**src/rtl/matriz_varredura.sv**
```systemverilog
// rtl/matriz_varredura.sv - 7x5 LED matrix row scan controller (row code, blanking, active-low columns)
// Optional display time slot after row 7 is enabled by defining MATRIZ_DISPLAY_SLOT_EN.
module matriz_varredura #(
    parameter int DIV   = 4,
    parameter int BLANK = 1
) (
    input  logic       clk,
    input  logic       reset,
    input  logic       habilita,
    input  logic       wr_en,
    input  logic [2:0] wr_linha,
    input  logic [4:0] wr_dados,
    output logic       CH2,
    output logic       CH1,
    output logic       CH0,
    output logic       valido,
    output logic [4:0] colunas,
    output logic       fim_quadro
);

`ifdef MATRIZ_DISPLAY_SLOT_EN
    typedef enum logic [1:0] {IDLE, APAGA, ACESA, DISP} estado_t;
`else
    typedef enum logic [1:0] {IDLE, APAGA, ACESA} estado_t;
`endif

    localparam int CW = $clog2(DIV + BLANK + 1);
    localparam logic [CW-1:0] FIM_ACESA = CW'(DIV - 1);
    localparam logic [CW-1:0] FIM_APAGA = CW'((BLANK > 0) ? BLANK - 1 : 0);

    estado_t       estado;
    logic [2:0]    linha;
    logic [2:0]    ch;
    logic [CW-1:0] cnt;
    logic [4:0]    padrao [0:6];
    logic [2:0]    alvo;
    logic [4:0]    col_alvo;

    assign CH2 = ch[2];
    assign CH1 = ch[1];
    assign CH0 = ch[0];

    // Row entered next: the following row while scanning, otherwise row 1 (start, wrap, after DISP).
    always_comb begin
        alvo = 3'd1;
        if (estado == ACESA && linha != 3'd7)
            alvo = linha + 3'd1;
        col_alvo = ~padrao[3'(alvo - 3'd1)];
    end

    always_ff @(posedge clk) begin
        if (reset) begin
            estado     <= IDLE;
            linha      <= 3'd1;
            ch         <= 3'd0;
            cnt        <= '0;
            valido     <= 1'b1;
            colunas    <= 5'h1f;
            fim_quadro <= 1'b0;
            for (int i = 0; i < 7; i++)
                padrao[i] <= 5'd0;
        end else begin
            fim_quadro <= 1'b0;
            if (wr_en && wr_linha != 3'd0)
                padrao[3'(wr_linha - 3'd1)] <= wr_dados;

            if (!habilita) begin
                estado  <= IDLE;
                linha   <= 3'd1;
                ch      <= 3'd0;
                cnt     <= '0;
                valido  <= 1'b1;
                colunas <= 5'h1f;
            end else begin
                case (estado)
                    IDLE: begin
                        linha <= alvo;
                        ch    <= alvo;
                        cnt   <= '0;
                        if (BLANK == 0) begin
                            estado  <= ACESA;
                            valido  <= 1'b0;
                            colunas <= col_alvo;
                        end else begin
                            estado  <= APAGA;
                            valido  <= 1'b1;
                            colunas <= 5'h1f;
                        end
                    end
                    APAGA: begin
                        if (cnt == FIM_APAGA) begin
                            estado  <= ACESA;
                            cnt     <= '0;
                            valido  <= 1'b0;
                            // Pattern is latched here; later writes to this row wait for its next visit.
                            colunas <= ~padrao[3'(linha - 3'd1)];
                        end else begin
                            cnt <= cnt + 1'b1;
                        end
                    end
                    ACESA: begin
                        if (cnt == FIM_ACESA) begin
                            cnt <= '0;
`ifdef MATRIZ_DISPLAY_SLOT_EN
                            if (linha == 3'd7) begin
                                estado     <= DISP;
                                ch         <= 3'd0;
                                valido     <= 1'b0;
                                colunas    <= 5'h1f;
                                fim_quadro <= 1'b1;
                            end else begin
`else
                            begin
                                fim_quadro <= (linha == 3'd7);
`endif
                                linha <= alvo;
                                ch    <= alvo;
                                if (BLANK == 0) begin
                                    estado  <= ACESA;
                                    valido  <= 1'b0;
                                    colunas <= col_alvo;
                                end else begin
                                    estado  <= APAGA;
                                    valido  <= 1'b1;
                                    colunas <= 5'h1f;
                                end
                            end
                        end else begin
                            cnt <= cnt + 1'b1;
                        end
                    end
`ifdef MATRIZ_DISPLAY_SLOT_EN
                    DISP: begin
                        if (cnt == FIM_ACESA) begin
                            cnt   <= '0;
                            linha <= alvo;
                            ch    <= alvo;
                            if (BLANK == 0) begin
                                estado  <= ACESA;
                                valido  <= 1'b0;
                                colunas <= col_alvo;
                            end else begin
                                estado  <= APAGA;
                                valido  <= 1'b1;
                                colunas <= 5'h1f;
                            end
                        end else begin
                            cnt <= cnt + 1'b1;
                        end
                    end
`endif
                    default: begin
                        estado <= IDLE;
                    end
                endcase
            end
        end
    end

endmodule

```
**config.mk**
```make
export PLATFORM = sky130hd
export DESIGN_NAME = matriz_varredura
export DESIGN_NICKNAME = d
export VERILOG_FILES = /design/src/rtl/matriz_varredura.sv
export SDC_FILE = /design/constraint.sdc
export NUM_CORES = 1
export LEC_CHECK = 0
export ABC_AREA = 1
export CAP_MARGIN = 40
export CORE_MARGIN = 2
export CORE_UTILIZATION = 50
export CTS_CLUSTER_DIAMETER = 100
export DETAILED_ROUTE_END_ITERATION = 6
export PLACE_DENSITY_LB_ADDON = 0.08
export SKIP_CTS_REPAIR_TIMING = 1
export SLEW_MARGIN = 10
export SYNTH_ARGS = -nofsm -noshare
export SYNTH_HDL_FRONTEND = slang
export SYNTH_SLANG_ARGS = --single-unit
```
**constraint.sdc**
```tcl
create_clock -name clk -period 2.7 [get_ports clk]
set_input_delay 0.54 -clock clk [delete_from_list [all_inputs] [get_ports clk]]
set_output_delay 0.54 -clock clk [all_outputs]
set_load 0.01 [all_outputs]
```
==> results.json <==
{
  "cp.required_ns": 2.67,
  "syn_inst": 355,
  "syn_area_per_cell_um2": 8.096,
  "synth_fa_ha_area_share_pct": 5.660,
  "drtPass1Iterations": 4,
  "synth_edf_count": 35,
  "critPathLaunchType": "input port",
  "die_area_mm2": 0.006370,
  "yosysUniqueCellTypes": 27,
  "rows": 27,
  "tns_ns": 0,
  "syn_nets": 380,
  "netlist_area_mm2": 0.002874,
  "root_buffer": "clkbuf_8",
  "synth_top_area_share_pct": 36.57,
  "place_ws_ns": 0.04878,
  "coreArea_mm2": 0.005540,
  "cp_common_cell": "nor2_1",
  "nNetsFinal": 406,
  "synth.yosys.seq_area_share_pct": 51.20,
  "synthXorXnorAreaFrac_pct": 0.9142,
  "clockBufferDepth": 2,
  "wire_per_inst_um": 12.28,
  "endpoint_kind": "flip-flop",
  "drv_slew": 0,
  "min_path_type": "reg -> reg",
  "slew_headroom_pct": 67.35,
  "async_reset_ff_share_pct": 0,
  "drtIter0Drc": 121,
  "die_x_um": 79.82,
  "grt_max_degree": 27,
  "grt_pass1_vias": 2020,
  "crit_path_top_delay_cell": "clkdlybuf4s50_1",
  "switchingPower_mw": 0.4227,
  "cp_data_arrival_time_ns": 2.29,
  "multi_input_area_mm2": 0.001096,
  "yosysWarnings": 0,
  "max_freq_mhz": 430.2,
  "p_comb_share_pct": 12.7,
  "clkPwrFrac_pct": 30.7,
  "overflow": 0,
  "gp_congestion": 0.8029,
  "syn2layout_area_growth_pct": 14.24,
  "synth-compound-area-share_pct": 4.005,
  "hold_viol": 0,
  "num_antenna_cells": 0,
  "insertion_delay_ns": 0.31,
  "synthFlopType": "edfxtp_1",
  "grt_antenna_before_repair": 0,
  "synth_top_family_by_area": "simple AND/OR/NAND/NOR gates",
  "num_vias": 2164,
  "irDropWorstVdd_mv": 0.3527,
  "outcome": "completed",
  "regArea_mm2": 0.001471,
  "leakage_nw": 1.512,
  "power-per-cell-area_mw_per_mm2": 525.5,
  "yosys.area_share.simple_pct": 27.56,
  "path_class": "in -> reg",
  "htreeDepth": 2,
  "yosysTopAreaCell": "edfxtp_1",
  "place_hpwl_um": 4190,
  "switching_share_pct": 24.50,
  "worst_pin_slew_ns": 0.4898,
  "cts_sinks": 56,
  "grt_pass1_wl_um": 9370,
  "worstPathCellList": "clkdlybuf4s50_1, inv_1, ha_1, xor2_1, nor2_1, nor2_1, nand2_1, nor2_1",
  "routed_wl_um": 5577,
  "grt.total_usage_pct": 19.55,
  "seq_power_share_pct": 56.6,
  "cts_tree": "yes",
  "io-pin-count": 22,
  "nFillCells": 500,
  "io_buffers": 21,
  "yosys-top-cells-area": "edfxtp_1 37%, dfxtp_1 15%, nand2_1 11%",
  "synth_mux_area_share_pct": 0,
  "start_util_pct": 51.87,
  "route.detailed.drc": 0,
  "critical_path.max_fanout": 5,
  "drtAntennaViolNets": 0,
  "crit_family": "simple AND/OR/NAND/NOR gates",
  "rsz0062_at_grt": "no",
  "internal-power_mw": 1.303,
  "fin_ws_ns": 0.3757,
  "ys_seq_elements": 56,
  "clock_skew_ns": 0.01258,
  "max_stage_delay_ns": 0.47,
  "clk_pin_slew_ns": 0.10,
  "die_h_um": 79.82,
  "numCtsBuffers": 5,
  "finalSetupViolCount": 0,
  "cap_violations": 0,
  "fin_crit_sh_pct": 86.09,
  "crit_buf_inv": 2,
  "vias_per_cell": 4.767,
  "drive_gt1_share_pct": 6.283,
  "period_needed_ns": 2.324
}
==> stage by stage <==
stage / hold slack, ns / std cells / instance area (um2) / utilization (%) / total power [mW]
finish: 0.4729 / 454 / 3283 / 59.26 / 1.725
global route: 0.4976 / 454 / 3283 / 59.26 / 1.802
CTS: 0.4737 / 454 / 3283 / 59.26 / 1.736
detailed placement: 0.4589 / 446 / 3172 / 57.25 / 1.217
global placement: 0.4603 / 446 / 3172 / 57.25 / 1.216
floorplan: 0.4621 / 355 / 2874 / - / 1.144
==> routing by layer <==
layer	wire [um]	vias up	share of wire [%]	global-route usage (%)
met2	2620	48	47	32.35
met1	2653	959	48	25.40
li1	-	1151	-	-
met5	0	-	0	0
met3	237	6	4.2	4.072
met4	65	0	1.2	6.949
==> cells by family (layout without fill, tap and decap cells) <==
group / Yosys count / count (layout)
simple gates: 186 / 186
flops: 56 / 56
xor+xnor: 3 / 3
compound gates: 21 / 21
fa+ha+maj: 13 / 13
buf+inv: 76 / 103
==> worst reg2reg max path: cells and delay by family, from the launching register on <==
| family | cells | cell delay, ns |
|---|---|---|
| flops | 1 | 0.35 |
| fa+ha+maj | 1 | 0.64 |
| buf+inv | 2 | 0.39 |
| simple gates | 5 | 0.44 |
==> area by class of cell <==
cell class	instances	share of cell area [%]
Clock buffer	7	3.277
Clock inverter	1	0.1143
Inverter	67	7.660
Multi-Input combinational cell	223	33.38
Sequential cell	56	44.82
Tap cell	72	2.744
Timing Repair Buffer	28	8.003
==> synth_stat cells (3+ instances only) <==
master,number
nand2_1,86
inv_1,66
nor2_1,55
edfxtp_1,35
nand3_1,31
dfxtp_1,21
a21oi_1,14
ha_1,13
buf_2,4
nand2_2,4
nor3_1,4
o21ai_0,3
==> flip-flops by register name, summed over array words and instances, names as in the netlist <==
signal,flops
estado,2
valido,1
linha,3
padrao,40
colunas,5
cnt,3
fim_quadro,1
ch,1
==> power groups by stage <==
stage | clock (mW) | combinational (mW) | sequential, mW
2_1_floorplan | 0 | 0.149 | 0.994
5_1_grt | 0.570 | 0.250 | 0.983
3_3_place_gp | 0 | 0.220 | 0.995
3_5_place_dp | 0 | 0.220 | 0.996
4_1_cts | 0.538 | 0.221 | 0.976
6_report | 0.530 | 0.219 | 0.976
==> final timing paths <==
path	start	to	slack, ns	cells past startpoint
setup / recovery	wr_linha[0]	padrao[5][3]	0.38	8
hold / removal	ch[0]	ch[0]	0.47	2
setup reg to reg	linha[0]	colunas[4]	0.82	8
hold reg to reg	ch[0]	ch[0]	0.47	2
==> cells in the final DEF (no fill, tap or decap), drive strengths merged <==
cell	instances
xor2	2
a21oi	14
o31ai	1
inv	67
clkbuf	7
o211ai	2
xnor2	1
clkinv	1
buf	7
ha	13
nand3	33
edfxtp	35
nand4	1
nor2	58
dfxtp	21
clkdlybuf4s50	21
nand2	90
a211oi	1
o21ai	3
nor3	4
Power figures use the tool's default switching activity.
